==> config.mk <==
export PLATFORM = sky130hd
export DESIGN_NAME = uart_rx_x4_flat
export DESIGN_NICKNAME = d
export VERILOG_FILES = /design/src/rtl/uart_rx_x4_if.sv /design/src/rtl/uart_rx_x4.sv /design/src/flat_wrapper.sv
export SDC_FILE = /design/constraint.sdc
export NUM_CORES = 1
export LEC_CHECK = 0
export ABC_AREA = 1
export ABC_CLOCK_PERIOD_IN_PS = 1700
export BUFFER_PORTS_ARGS = -buffer_cell sky130_fd_sc_hd__buf_2
export CAP_MARGIN = 20
export CORE_AREA = 4 4 52 54
export DETAILED_ROUTE_END_ITERATION = 16
export DIE_AREA = 0 0 56 58
export GPL_ROUTABILITY_DRIVEN = 0
export PLACE_DENSITY_LB_ADDON = 0.25
export SLEW_MARGIN = 10
export SYNTH_ARGS = -nofsm -noshare
export SYNTH_HDL_FRONTEND = slang
export SYNTH_SLANG_ARGS = --single-unit
==> constraint.sdc <==
create_clock -name clock_in -period 1.7 [get_ports clock_in]
set_clock_uncertainty 0.15 [all_clocks]
set_input_delay 0.085 -clock clock_in [delete_from_list [all_inputs] [get_ports clock_in]]
set_output_delay 0.085 -clock clock_in [all_outputs]
set_load 0.05 [all_outputs]
==> src/rtl/uart_rx_x4_if.sv <==
// uart_rx_x4_if: serial-side inputs and byte-side outputs of the x4-oversampled UART receiver.
// The receiver connects through the slave modport. The line/baud source and the byte consumer
// use the master modport.
interface uart_rx_x4_if #(
  parameter int unsigned DATA_BITS = 8
);
  logic                 baudrateX4;
  logic                 rx;
  logic [DATA_BITS-1:0] rx_data;
  logic                 rx_valid;
  logic                 rx_busy;
  logic                 frame_error;
  logic                 parity_error;

  modport slave (
    input  baudrateX4,
    input  rx,
    output rx_data,
    output rx_valid,
    output rx_busy,
    output frame_error,
    output parity_error
  );

  modport master (
    output baudrateX4,
    output rx,
    input  rx_data,
    input  rx_valid,
    input  rx_busy,
    input  frame_error,
    input  parity_error
  );
endinterface

==> src/rtl/uart_rx_x4.sv <==
// uart_rx_x4: 8N1 byte receiver driven by a 4x-baud square wave, one sample tick per rising edge.
// The start bit is confirmed two ticks after detection. Data, parity and stop bits are sampled
// when the 2-bit sample counter is 3, which falls near mid-bit. Each received byte is presented
// with a one-cycle rx_valid strobe.
// Optional feature: define UART_PARITY_EN to insert a parity bit. PARITY_ODD selects odd (1) or
// even (0) parity. Without the macro, parity_error is tied low.
module uart_rx_x4 #(
  parameter int unsigned DATA_BITS   = 8,  // 5..8
  parameter int unsigned SYNC_STAGES = 2,  // >= 2
  parameter int unsigned PARITY_ODD  = 0
) (
  input  logic        clock_in,
  input  logic        reset_n,
  uart_rx_x4_if.slave bus
);

  localparam logic [2:0] LastBit = 3'(DATA_BITS - 1);

  typedef enum logic [2:0] {
    StIdle   = 3'd0,
    StStart  = 3'd1,
    StData   = 3'd2,
`ifdef UART_PARITY_EN
    StParity = 3'd4,
`endif
    StStop   = 3'd3
  } state_e;

  state_e                 r_state;
  state_e                 w_state_d;
  logic                   r_baud;
  logic [SYNC_STAGES-1:0] r_sync;
  logic [1:0]             r_cnt;
  logic [1:0]             w_cnt_d;
  logic [2:0]             r_bitcnt;
  logic [DATA_BITS-1:0]   r_shift;
  logic [DATA_BITS-1:0]   r_data;
  logic                   r_valid;
  logic                   r_ferr;
  logic                   r_perr;

  logic w_tick;
  logic w_rx_s;
  logic w_shift_en;
  logic w_stop_en;
  logic w_par_en;
  logic w_par_err;

  // baudrateX4 already lives in the clock_in domain; only its rising edge is needed.
  assign w_tick = bus.baudrateX4 & ~r_baud;
  assign w_rx_s = r_sync[SYNC_STAGES-1];

  // Baud edge register and rx synchronizer, preset high so reset never looks like a start bit.
  always_ff @(posedge clock_in) begin
    if (!reset_n) begin
      r_baud <= 1'b1;
      r_sync <= '1;
    end else begin
      r_baud <= bus.baudrateX4;
      r_sync <= {r_sync[SYNC_STAGES-2:0], bus.rx};
    end
  end

  // Next state plus the strobes that say which bit is being sampled on this tick.
  always_comb begin
    w_state_d  = r_state;
    w_shift_en = 1'b0;
    w_stop_en  = 1'b0;
    w_par_en   = 1'b0;
    case (r_state)
      StIdle: begin
        if (w_tick && !w_rx_s) begin
          w_state_d = StStart;
        end
      end
      StStart: begin
        // A line that is high again by now was a glitch, not a start bit.
        if (w_tick && (r_cnt == 2'd1)) begin
          w_state_d = w_rx_s ? StIdle : StData;
        end
      end
      StData: begin
        if (w_tick && (r_cnt == 2'd3)) begin
          w_shift_en = 1'b1;
          if (r_bitcnt == LastBit) begin
`ifdef UART_PARITY_EN
            w_state_d = StParity;
`else
            w_state_d = StStop;
`endif
          end
        end
      end
`ifdef UART_PARITY_EN
      StParity: begin
        if (w_tick && (r_cnt == 2'd3)) begin
          w_par_en  = 1'b1;
          w_state_d = StStop;
        end
      end
`endif
      StStop: begin
        // Leaving at mid-stop gives IDLE time to catch a back-to-back start edge.
        if (w_tick && (r_cnt == 2'd3)) begin
          w_stop_en = 1'b1;
          w_state_d = StIdle;
        end
      end
      default: begin
        w_state_d = StIdle;
      end
    endcase
  end

  // Sample counter restarts on every state entry and otherwise advances once per tick.
  always_comb begin
    w_cnt_d = r_cnt;
    if (w_state_d != r_state) begin
      w_cnt_d = 2'd0;
    end else if (w_tick) begin
      w_cnt_d = r_cnt + 2'd1;
    end
  end

  // State register, sample counter, bit counter and data shift register.
  always_ff @(posedge clock_in) begin
    if (!reset_n) begin
      r_state  <= StIdle;
      r_cnt    <= 2'd0;
      r_bitcnt <= 3'd0;
      r_shift  <= '0;
    end else begin
      r_state <= w_state_d;
      r_cnt   <= w_cnt_d;
      if ((r_state == StStart) && (w_state_d == StData)) begin
        r_bitcnt <= 3'd0;
      end else if (w_shift_en) begin
        r_bitcnt <= r_bitcnt + 3'd1;
      end
      // Right shift into the MSB so the first data bit ends up in the LSB.
      if (w_shift_en) begin
        r_shift <= {w_rx_s, r_shift[DATA_BITS-1:1]};
      end
    end
  end

`ifdef UART_PARITY_EN
  localparam logic ParityOdd = (PARITY_ODD != 0);

  logic r_par;

  // Received parity bit, held until the stop bit is judged.
  always_ff @(posedge clock_in) begin
    if (!reset_n) begin
      r_par <= 1'b0;
    end else if (w_par_en) begin
      r_par <= w_rx_s;
    end
  end

  // Even parity expects the bit to equal the XOR of the data bits; odd parity expects its inverse.
  assign w_par_err = r_par ^ (^r_shift) ^ ParityOdd;
`else
  assign w_par_err = 1'b0;
`endif

  // Frame outcome registered one clock after the stop-bit sample; every strobe lasts one cycle.
  always_ff @(posedge clock_in) begin
    if (!reset_n) begin
      r_data  <= '0;
      r_valid <= 1'b0;
      r_ferr  <= 1'b0;
      r_perr  <= 1'b0;
    end else begin
      r_valid <= 1'b0;
      r_ferr  <= 1'b0;
      r_perr  <= 1'b0;
      if (w_stop_en) begin
        r_ferr <= ~w_rx_s;
        r_perr <= w_par_err;
        if (w_rx_s && !w_par_err) begin
          r_valid <= 1'b1;
          r_data  <= r_shift;
        end
      end
    end
  end

  assign bus.rx_data      = r_data;
  assign bus.rx_valid     = r_valid;
  assign bus.frame_error  = r_ferr;
  assign bus.parity_error = r_perr;
  assign bus.rx_busy      = (r_state != StIdle);

endmodule

==> src/flat_wrapper.sv <==
// flat-port wrapper written by rule: the top's interface ports become plain ports
module uart_rx_x4_flat 
#(
  parameter int unsigned DATA_BITS   = 8,         
  parameter int unsigned SYNC_STAGES = 2,         
  parameter int unsigned PARITY_ODD  = 0
)
  (clock_in, reset_n, bus_baudrateX4, bus_rx, bus_rx_data, bus_rx_valid, bus_rx_busy, bus_frame_error, bus_parity_error);
  uart_rx_x4_if #(.DATA_BITS(DATA_BITS)) bus_i ();
  input  logic clock_in;
  input  logic reset_n;
  input wire logic [$bits(bus_i.baudrateX4)-1:0] bus_baudrateX4;
  input wire logic [$bits(bus_i.rx)-1:0] bus_rx;
  output wire logic [$bits(bus_i.rx_data)-1:0] bus_rx_data;
  output wire logic [$bits(bus_i.rx_valid)-1:0] bus_rx_valid;
  output wire logic [$bits(bus_i.rx_busy)-1:0] bus_rx_busy;
  output wire logic [$bits(bus_i.frame_error)-1:0] bus_frame_error;
  output wire logic [$bits(bus_i.parity_error)-1:0] bus_parity_error;
  assign bus_i.baudrateX4 = bus_baudrateX4;
  assign bus_i.rx = bus_rx;
  assign bus_rx_data = bus_i.rx_data;
  assign bus_rx_valid = bus_i.rx_valid;
  assign bus_rx_busy = bus_i.rx_busy;
  assign bus_frame_error = bus_i.frame_error;
  assign bus_parity_error = bus_i.parity_error;
  uart_rx_x4 #(.DATA_BITS(DATA_BITS), .SYNC_STAGES(SYNC_STAGES), .PARITY_ODD(PARITY_ODD)) u_core (.clock_in(clock_in), .reset_n(reset_n), .bus(bus_i));
endmodule
### Word level (Yosys, flattened, before mapping)

Cells that the tools add are included.

| word-level totals | value |
|---|---|
| register bits | 29 |
| bits in latches | 0 |
| memory bits (writable) | 0 |
| memory bits (read-only) | 0 |
| input port bits | 4 |
| word-level logic and storage cells | 45 |
| memories | 0 |

| operators by class | value |
|---|---|
| $add $sub $neg | 2 |
| $mul | 0 |
| divide/modulo/power cells | 0 |
| magnitude comparators | 0 |
| eq/ne operators | 8 |
| shift-type cells | 0 |
| multiplexer cells | 11 |
| bitwise logic cells | 4 |
| reductions and logical operators | 11 |

Operator list:

| kind | count |
|---|---|
| 2-to-1 mux 3 bit | 5 |
| case mux 3 bit (4 select lines) | 1 |
| equality test 3 x 2 -> 1 bit, second input constant | 3 |
| logical AND 1 bit | 4 |
| 2-to-1 mux 1 bit | 4 |
| AND reduction 2 bit | 2 |
| OR reduction 2 bit | 2 |
| adder 3 x 1 -> 3 bit, second input constant | 1 |
| equality test 3 x 1 -> 1 bit, second input constant | 1 |
| equality test 3 bit, second input constant | 1 |
| zero test 3 bit | 1 |
| != test 3 bit | 1 |
| inverter 1 bit | 3 |
| nonzero test 3 bit | 1 |
| adder 2 x 1 -> 2 bit, second input constant | 1 |
| equality test 2 x 1 -> 1 bit, second input constant | 1 |
| equality test 2 bit, second input constant | 1 |
| 2-to-1 mux 2 bit | 1 |
| AND 1 bit | 1 |
| zero test 1 bit | 1 |

### Logic depth before layout (Yosys ltp)

Gate-level depths: netlist of the first run.

| depth | value |
|---|---|
| word-level depth | 8 |
| depth in mapped cells | 10 |

### Worst setup path before layout of the first run

OpenSTA, ideal clock, no wires.

| path | value |
|---|---|
| path type | reg-to-reg |
| start | register u_core.r_state[2] |
| end | register u_core.r_cnt[0] |
| setup time | 116 ps |
| arrival | 1324 ps |
| setup slack | 111 ps |
| cell stages (with the launch flop) | 8 |
| period minus slack after synthesis | 1589 ps |
| cells stage by stage | dfxtp_1 nor2_1 nand2_1 nor2_1 nor2_2 nand4_1 nand3_2 nor2_1 |

| between the ends | value |
|---|---|
| cells in the longest elaborated chain, start to end | 5 |

RTL lines:

| what | line | text |
|---|---|---|
| start: declaration | uart_rx_x4.sv:29 | `state_e r_state;` |
| start signal: assignment | uart_rx_x4.sv:128 | `r_state <= StIdle;` |
| start signal: assignment | uart_rx_x4.sv:133 | `r_state <= w_state_d;` |
| 2-to-1 mux 3 bit | uart_rx_x4.sv:85 | `if (r_bitcnt == LastBit) begin` |
| 2-to-1 mux 3 bit | uart_rx_x4.sv:83 | `if (w_tick && (r_cnt == 2'd3)) begin` |
| case mux 3 bit (4 select lines) | uart_rx_x4.sv:70 | `case (r_state)` |
| != test 3 bit (*) | uart_rx_x4.sv:118 | `if (w_state_d != r_state) begin` |
| OR reduction 2 bit (no source line) (*) | -- |  |
| end signal: assignment | uart_rx_x4.sv:134 | `r_cnt <= w_cnt_d;` |
| end: declaration | uart_rx_x4.sv:33 | `logic [1:0] r_cnt;` |

Mark *: on every way between the ends. The rest lies on a longest branch, timed or not.
A chain may end at the register's enable or synchronous reset.

### Worst setup path after layout of the first run

| path | value |
|---|---|
| start | register u_core.r_cnt[0] |
| end | register u_core.r_data[3], in the netlist u_core.bus.rx_data[3] |

| between the ends | value |
|---|---|
| cells in the longest elaborated chain, start to end | 5 |

RTL lines:

| what | line | text |
|---|---|---|
| equality test 2 bit | uart_rx_x4.sv:104 | `if (w_tick && (r_cnt == 2'd3)) begin` |
| logical AND 1 bit | uart_rx_x4.sv:104 |  |
| 2-to-1 mux 1 bit | uart_rx_x4.sv:104 |  |
| 2-to-1 mux 1 bit | uart_rx_x4.sv:70 |  |
| AND reduction 2 bit (no source line) | -- |  |
| end signal: assignment | uart_rx_x4.sv:183 | `r_data <= r_shift;` |
| end: declaration | uart_rx_x4.sv:37 | `logic [DATA_BITS-1:0] r_data;` |

Every way passes these cells.

==> results.md, run 1 <==
- Status: finished clean
- Post-synthesis xor/xnor area fraction: 0.0147
- Min-Delay Path Depth: 1
- Final ANT Viol Nets: 0
- FF-to-FF End: u_core.bus.rx_data[3]$_SDFFE_PN0P_
- Synth Area in Compound Gates: 0.101
- Synth-to-layout area growth: 17.3%
- Post-synthesis mux area share: 0
- Met3 wire len: 110 um
- Lkg Pwr: 0.626 nW
- Final worst slack: 0.0910 ns
- Req. time, crit path: 1.81 ns
- Area of the core: 2210 um2
- Worst-path clk slew: 0.08 ns
- Setup_tns: 0 ns
- Final hold violations: 0
- Dpl ws: 0.0635 ns
- Fin crit period: 1.61 ns
- Worst Hold End: u_core.r_sync[1]$_SDFF_PN1_
- Critical path arrival: 1.72 ns
- Largest family of logic cells by synthesized area: simple AND/OR/NAND/NOR gates
- DRC errors left: 0
- Setup crit end kind: flip-flop
- Pwr/cell area: 824 nW/um2
- Antenna fix cells: 0
- Syn. warnings: 0
- Post-Syn Instances: 147
- CTS buffer count: 5
- Final Cycle Share: 0.946
- Fin util: 0.632
- Final Cell Area: 1400 um2
- Clock Tree Buf Depth: 2
- Final setup fails: 0
- Post-DP Area: 1280 um2
- Hold Path Class: flip-flop to flip-flop
- Largest net degree at the start of global routing: 13
- Top Ports: 16
- Clock Latency Late Sink: 0.33 ns
- Worst R2R Start: u_core.r_cnt[0]$_SDFFE_PP0P_
- M1 WL: 1.07 mm
- GRT Residual Overflow: 0
- Worst Setup Start Kind: flip-flop
- Post-DR wirelength/cell: 11.2 um
- Unrepaired setup endpoints after global routing: false
- Post-Synthesis Cell Area: 1190 um2
- Num rows: 17
- Via count: 1008
- Worst Hold Launch: u_core.r_sync[0]$_SDFF_PN1_
- Die area: 3250 um2
- CTS tree: yes
- Highest metal used: met4
- Routed WL: 2.23 mm
- Fin Hold WS: 0.276 ns
- GRT Overall Usage: 0.160
- Mean post-synth cell area: 8.10 um2
- Most common cell after layout, fill and taps aside: dfxtp_1
- Netlist cell types: 25
- Final Slew Violations: 0
- First-pass GRT wire length: 4.00 mm
- Via-per-instance ratio: 5.04
- Crit-path max FO: 6
- R2R setup slack: 0.09 ns
- Clk sinks: 29
- Cell count after placement: 187
- Number of global-route vias before repair: 956
- Peak Freq: 0.622 GHz
- DP Wirelength: 1.64 mm
- DR WL met2: 982 um
- VDD IR-drop max: 520 uV
- Initial DRC Count: 19
- Die height: 58 um
- Cell Count, Final, Fillers Out: 200
- Max capacitance violation total: 0
- IO Port Bufs: 14
- Total Power: 1.15 mW
- Drt pass-1 iters: 4
- Synth Area in Adders: 0.0420
- H-tree depth: 2
- Final net count: 180
- Post-synthesis simple-gate area fraction: 0.292
- Commonest non-fill, non-tap cells in the layout: dfxtp_1, nor2_1, nand2_1
- Sequential area share after synthesis: 0.487
- Initial core utilization: 0.538
- Yosys reg bits: 29
- Setup CP Type: flip-flop to flip-flop
- Layout cells sized above 1: 0.209
- Initial antenna violation count: 0
- Clock Tree Root: clkbuf_4
- R2R depth: 7
- Die width: 56 um
## cell usage after synthesis (all sizes together)
| cell | count | area share |
|---|---|---|
| o211ai | 1 | 0.0063 |
| and3 | 1 | 0.0063 |
| buf | 3 | 0.019 |
| nor3 | 1 | 0.014 |
| ha | 4 | 0.042 |
| xor2 | 1 | 0.0074 |
| a21oi | 11 | 0.046 |
| clkinv | 1 | 0.0031 |
| conb | 1 | 0.0031 |
| inv | 10 | 0.032 |
| or2 | 3 | 0.016 |
| dfxtp | 29 | 0.49 |
| nand4 | 1 | 0.0053 |
| nand2 | 24 | 0.080 |
| a31oi | 2 | 0.011 |
| nor2 | 27 | 0.093 |
| clkbuf | 2 | 0.0063 |
| nand3 | 15 | 0.078 |
| o21ai | 9 | 0.038 |
| xnor2 | 1 | 0.0074 |
## power by group
| part | total, mW | switching (mW) | internal [mW] |
|---|---|---|---|
| clock | 0.412 | 0.217 | 0.195 |
| combinational | 0.0520 | 0.0350 | 0.0169 |
| sequential | 0.688 | 0.00442 | 0.684 |
| total | 1.15 | 0.256 | 0.895 |
## how the worst max path moves through the flow
stage	startpoint	to	slack (ns)	cells past startpoint
final	u_core.r_cnt[0]$_SDFFE_PP0P_	u_core.bus.rx_data[3]$_SDFFE_PN0P_	0.09	7
after global routing	u_core.r_cnt[1]$_SDFFE_PP0P_	u_core.bus.rx_data[3]$_SDFFE_PN0P_	0.003	7
after CTS	u_core.r_cnt[0]$_SDFFE_PP0P_	u_core.bus.rx_data[5]$_SDFFE_PN0P_	0.05	6
after detailed placement	u_core.r_cnt[0]$_SDFFE_PP0P_	u_core.bus.rx_data[5]$_SDFFE_PN0P_	0.06	6
after global placement	u_core.r_cnt[0]$_SDFFE_PP0P_	u_core.bus.rx_data[4]$_SDFFE_PN0P_	0.13	6
after floorplan	u_core.r_state[2]$_SDFF_PN0_	u_core.r_cnt[0]$_SDFFE_PP0P_	0.11	7
## logic make-up after synthesis
| kind of cell | after synthesis |
|---|---|
| compound gates | 23 |
| fa+ha+maj | 4 |
| buf+inv | 16 |
| other cells | 1 |
| flops | 29 |
| xor+xnor | 2 |
| simple gates | 72 |
## state kept, by name (all words and copies together), names as in the netlist
name,count
u_core.bus.frame_error,1
u_core.bus.rx_data,8
u_core.bus.rx_valid,1
u_core.r_baud,1
u_core.r_bitcnt,3
u_core.r_cnt,2
u_core.r_shift,8
u_core.r_state,3
u_core.r_sync,2
## critical path, cell delays in order, from the launching register on
cell     delay [ns]
dfxtp_1        0.39
ha_1           0.21
nand3_4        0.12
nor3_4         0.21
buf_4          0.18
buf_4          0.10
nand3_1        0.05
a21oi_1        0.13
## layout make-up
type,count,area (um2)
repair buffers,22,138
inverters,11,41.3
well taps,28,35.0
fillers,197,815
multi-input cells,103,548
flip-flops and latches,29,581
clock buffers,7,55.1
## timing repair
item | CTS | global route
buffers inserted | 0 | 3
gates resized for setup | 0 | 1
endpoints found under the setup margin | 0 | 8
endpoints found under the hold margin | 15 | 0
hold buffers | 3 | 0
## metal layers
metal / global-route usage / up-vias
li1: - / 523
met1: 0.183 / 459
met2: 0.259 / 19
met3: 0.0535 / 7
met4: 0.102 / 0
met5: 0 / -
(Power assumes the default switching activity.)
==> inputs of run 2 (changes only) <==
--- a/config.mk
+++ b/config.mk
@@ -14,6 +14,7 @@
 export DIE_AREA = 0 0 56 58
 export GPL_ROUTABILITY_DRIVEN = 0
 export PLACE_DENSITY_LB_ADDON = 0.25
+export RECOVER_POWER = 100
 export SLEW_MARGIN = 10
 export SYNTH_ARGS = -nofsm -noshare
 export SYNTH_HDL_FRONTEND = slang
==> run 2 against run 1 <==
Effect of this change:
- worst setup slack improved by 0.0018 ns
- cell area decreased by 0.98%
- non-clock buffer count unchanged
- clock power about the same
- register-to-register slack about the same
- total power about the same
- core utilization decreased by 0.62 points
- hold slack got worse by 0.00089 ns
- maximum frequency increased by 0.11%
- flip-flop and latch count unchanged
- sequential power about the same
==> results.md, run 2 (same netlist as run 1, synthesis figures left out) <==
- Most common cell after layout, fill and taps aside: dfxtp_1
- DP Wirelength: 1.64 mm
- Routed WL: 2.24 mm
- GR Util met3: 0.0535
- Crit path top cell by count: buf_4
- Initial DRC Count: 14
- Top Ports: 16
- Global route hottest layer: met2
- Worst-path cell chain: ha_1 -> nand3_4 -> nor3_4 -> buf_4 -> buf_4 -> nand3_1 -> a21oi_1
- Final Cycle Share: 0.945
- Via count: 1004
- Clock Tree Root: clkbuf_4
- Worst Setup Start Kind: flip-flop
- Setup_tns: 0 ns
- Final ANT Viol Nets: 0
- Setup CP Type: flip-flop to flip-flop
- Hold Path Class: flip-flop to flip-flop
- Fin util: 0.626
- R2R setup slack: 0.09 ns
- CTS tree: yes
- Die height: 58 um
- Number of global-route vias before repair: 956
- Critical path arrival: 1.72 ns
- Area of the core: 2210 um2
- Via-per-instance ratio: 5.02
- Max capacitance violation total: 0
- H-tree depth: 2
- Dpl ws: 0.0635 ns
- Initial core utilization: 0.538
- M2 GR Usage: 0.259
- Setup crit end kind: flip-flop
- Slew of the pin with the lowest slew margin: 0.609 ns
- Req. time, crit path: 1.81 ns
- Fin crit period: 1.61 ns
- DRC errors left: 0
- Peak Freq: 0.622 GHz
- Crit path buf inv count: 2
- Die width: 56 um
- GRT Residual Overflow: 0
- Crit-path max FO: 6
- Clock Latency Late Sink: 0.33 ns
- IO Port Bufs: 14
- CP max stage delay: 0.38 ns
- Final worst slack: 0.0928 ns
- Commonest non-fill, non-tap cells in the layout: dfxtp_1, nor2_1, nand2_1
- Final Slew Violations: 0
- Final net count: 180
- Worst-path clk slew: 0.08 ns
- GRT Overall Usage: 0.160
- CP max stage cell: dfxtp_1
- Clock Tree Buf Depth: 2
- Initial antenna violation count: 0
- Delay-heaviest family, CP: flip-flops
- Antenna fix cells: 0
- Unrepaired setup endpoints after global routing: false
- Layout cells sized above 1: 0.145
- Status: finished clean
- Die area: 3250 um2
- Post-DR wirelength/cell: 11.2 um
- Num rows: 17
- VDD IR-drop max: 521 uV
- First-pass GRT wire length: 4.00 mm
- Global Route met1 Usage: 0.183
- Largest net degree at the start of global routing: 13
- Final setup fails: 0
- Clk sinks: 29
- Synth-to-layout area growth: 16.2%
- CTS buffer count: 5
- Drt pass-1 iters: 4
- Pwr/cell area: 833 nW/um2
- Lkg Pwr: 0.579 nW
- Max-slew headroom: 0.596
- Final hold violations: 0
run 2: final cells by class:
cell class | instances | area, um2
repair buffers | 22 | 124
clock buffers | 7 | 55.1
inverters | 11 | 41.3
well taps | 28 | 35.0
multi-input cells | 103 | 548
flip-flops and latches | 29 | 581
fillers | 206 | 828
run 2: report_power, final:
group | internal (mW) | switching (mW)
Sequential | 0.684 | 0.00439
Combinational | 0.0165 | 0.0349
Clock | 0.195 | 0.218
run 2: stage by stage:
stage               cell area [um2]  instances  power, mW  hold slack [ns]
floorplan                      1190        148      0.740           0.0415
global placement               1280        187      0.749            0.123
detailed placement             1280        187      0.750            0.133
CTS                            1370        197       1.16            0.281
global route                   1380        200       1.20            0.308
finish                         1380        200       1.15            0.275
run 2: path summary, 6_finish.rpt:
kind / startpoint / to / cells after the start
setup / recovery: u_core.r_cnt[0]$_SDFFE_PP0P_ / u_core.bus.rx_data[3]$_SDFFE_PN0P_ / 7
hold / removal: u_core.r_sync[0]$_SDFF_PN1_ / u_core.r_sync[1]$_SDFF_PN1_ / 1
setup reg to reg: u_core.r_cnt[0]$_SDFFE_PP0P_ / u_core.bus.rx_data[3]$_SDFFE_PN0P_ / 7
hold reg to reg: u_core.r_sync[0]$_SDFF_PN1_ / u_core.r_sync[1]$_SDFF_PN1_ / 1
run 2: routing by layer:
| metal | wire, um | vias to the layer above |
|---|---|---|
| met3 | 116 | 7 |
| li1 | - | 524 |
| met1 | 1080 | 456 |
| met2 | 976 | 17 |
| met5 | 0 | - |
| met4 | 70 | 0 |
run 2: repair_timing:
action	in CTS	in global routing
endpoints found under the hold margin	15	0
gates resized for setup	0	1
hold buffers	3	0
buffers inserted	0	3
setup endpoints to repair	0	8
run 2: worst reg2reg max path, delay by kind of cell, from the launching register on:
kind	cells	cell delay, ns
compound gates	1	0.13
flops	1	0.38
simple gates	3	0.38
fa+ha+maj	1	0.21
buf+inv	2	0.28
==> inputs of run 3 (changes only) <==
--- a/config.mk
+++ b/config.mk
@@ -6,13 +6,14 @@
 export NUM_CORES = 1
 export LEC_CHECK = 0
 export ABC_AREA = 1
-export ABC_CLOCK_PERIOD_IN_PS = 1700
+export ABC_CLOCK_PERIOD_IN_PS = 1750
 export BUFFER_PORTS_ARGS = -buffer_cell sky130_fd_sc_hd__buf_2
 export CAP_MARGIN = 20
 export CORE_AREA = 4 4 52 54
 export DETAILED_ROUTE_END_ITERATION = 16
 export DIE_AREA = 0 0 56 58
 export GPL_ROUTABILITY_DRIVEN = 0
+export MAX_ROUTING_LAYER = met4
 export PLACE_DENSITY_LB_ADDON = 0.25
 export RECOVER_POWER = 100
 export SLEW_MARGIN = 10
==> constraint.sdc (replaced) <==
create_clock -name clock_in -period 1.75 [get_ports clock_in]
set_clock_uncertainty 0.15 [all_clocks]
set_input_delay 0.0875 -clock clock_in [delete_from_list [all_inputs] [get_ports clock_in]]
set_output_delay 0.0875 -clock clock_in [all_outputs]
set_load 0.05 [all_outputs]
==> run 3 against run 2 <==
Effect of this change:
- hold slack lost 0.0025 ns
- first-iteration DRC count shrank 7.1%
- global-route usage grew 0.49 points
- maximum frequency shrank 0.68%
- cell area shrank 1.1%
- clock-buffer cell count is the same
- routed wire length grew 0.27%
- worst setup slack gained 0.039 ns
- clock power shrank 3%
- non-clock buffer count is the same
- via count is essentially flat
- flip-flop and latch count is the same
- largest power group unchanged
==> results.md, run 3 (same netlist as run 1, synthesis figures left out) <==
- Status: finished clean
- Internal: 0.869 mW
- Commonest non-fill, non-tap cells in the layout: dfxtp_1, nor2_1, nand2_1
- Clock Latency Late Sink: 0.32 ns
- Comb pwr share: 0.044
- Worst-path clk slew: 0.08 ns
- Area of the core: 2210 um2
- IO Port Bufs: 14
- Cell count after placement: 187
- Via count: 1003
- Lkg Pwr: 0.577 nW
- First-pass GRT wire length: 4.00 mm
- Slew of the pin with the lowest slew margin: 0.609 ns
- CTS buffer count: 5
- Final Cycle Share: 0.925
- Pwr/cell area: 815 nW/um2
- CTS tree: yes
- Final setup fails: 0
- Peak Freq: 0.618 GHz
- Cell Count, Final, Fillers Out: 200
- Die area: 3250 um2
- Final hold violations: 0
- M2 GR Usage: 0.260
- Unrepaired setup endpoints after global routing: false
- Number of global-route vias before repair: 957
- Fin crit period: 1.62 ns
- DP Wirelength: 1.64 mm
- Die width: 56 um
- Switch share: 0.221
- Largest net degree at the start of global routing: 13
- DRC errors left: 0
- Drt pass-1 iters: 4
- Global Route met1 Usage: 0.181
- Reg power frac: 0.599
- Setup crit end kind: flip-flop
- Most common cell after layout, fill and taps aside: dfxtp_1
- Clock share of power: 0.357
- Final net count: 180
- Sw Pwr: 0.247 mW
- GRT Residual Overflow: 0
- Req. time, crit path: 1.86 ns
- Final ANT Viol Nets: 0
- Layout cells sized above 1: 0.140
- VDD IR-drop max: 507 uV
- GR Util met3: 0.0535
- Routed WL: 2.24 mm
- Setup CP Type: flip-flop to flip-flop
- Synth-to-layout area growth: 14.9%
- Clock Tree Buf Depth: 2
- Initial antenna violation count: 0
- Post-DR wirelength/cell: 11.2 um
- Crit-path max FO: 6
- Top Ports: 16
- Clock Tree Root: clkbuf_4
- H-tree depth: 2
- Critical path arrival: 1.73 ns
- Antenna fix cells: 0
- Final Slew Violations: 0
- Clk sinks: 29
- Initial DRC Count: 13
- Num rows: 17
- Hold Path Class: flip-flop to flip-flop
- Global route hottest layer: met2
- Setup_tns: 0 ns
- GRT Overall Usage: 0.165
- Worst Setup Start Kind: flip-flop
- Die height: 58 um
- Max capacitance violation total: 0
- Via-per-instance ratio: 5.02
- Max-slew headroom: 0.596
- Initial core utilization: 0.538
-- run 3: changes by cell type in the layout (fill, tap and decap cells not counted), sizes merged --
cell    before  now
clkbuf      18   20
buf          8    6
-- run 3: worst paths after layout --
path,start,endpoint,slack [ns],cells after the start
min reg2reg,u_core.r_sync[0]$_SDFF_PN1_,u_core.r_sync[1]$_SDFF_PN1_,0.27,1
max reg2reg,u_core.r_cnt[0]$_SDFFE_PP0P_,u_core.bus.rx_data[3]$_SDFFE_PN0P_,0.13,7
max,u_core.r_cnt[0]$_SDFFE_PP0P_,u_core.bus.rx_data[3]$_SDFFE_PN0P_,0.13,7
min,u_core.r_sync[0]$_SDFF_PN1_,u_core.r_sync[1]$_SDFF_PN1_,0.27,1
-- run 3: final cells by class --
type | instances | area, um2
fillers | 209 | 843
flip-flops and latches | 29 | 581
multi-input cells | 103 | 536
repair buffers | 22 | 121
clock buffers | 7 | 55.1
inverters | 11 | 41.3
well taps | 28 | 35.0
-- run 3: through the flow --
step	setup WS [ns]	area, um2	utilization	hold WS (ns)	total power, mW
6_report	0.132	1370	0.619	0.273	1.12
5_1_grt	0.0361	1370	0.619	0.308	1.16
4_1_cts	0.104	1370	0.619	0.281	1.13
3_5_place_dp	0.114	1280	0.581	0.135	0.729
3_3_place_gp	0.182	1280	0.581	0.126	0.728
2_1_floorplan	0.161	1190	-	0.0440	0.719
-- run 3: repair_timing --
action | in CTS | in global routing
hold endpoints to repair | 14 | 0
gates resized for setup | 0 | 1
setup endpoints to repair | 0 | 8
hold buffers | 3 | 0
buffers inserted | 0 | 3
-- run 3: critical path: stages (launching register included) --
cell and delay (ns):
dfxtp_1 0.39, ha_1 0.18, nand3_2 0.14, nor3_4 0.23, buf_4 0.18, buf_4 0.10, nand3_1 0.05, a21oi_1 0.13
-- run 3: layer usage --
layer  vias to the layer above  part of all wire  routed length (um)
met3                         7             0.050                 112
met4                         0             0.031                  70
met1                       457              0.48                1090
met5                         -                 0                   0
li1                        522                 -                   -
met2                        17              0.43                 973
-- run 3: power by group through the flow --
stage	clock, mW	combinational (mW)	sequential, mW
6_report	0.399	0.0487	0.669
5_1_grt	0.438	0.0540	0.670
4_1_cts	0.411	0.0502	0.669
3_5_place_dp	0	0.0449	0.684
3_3_place_gp	0	0.0437	0.684
2_1_floorplan	0	0.0357	0.683
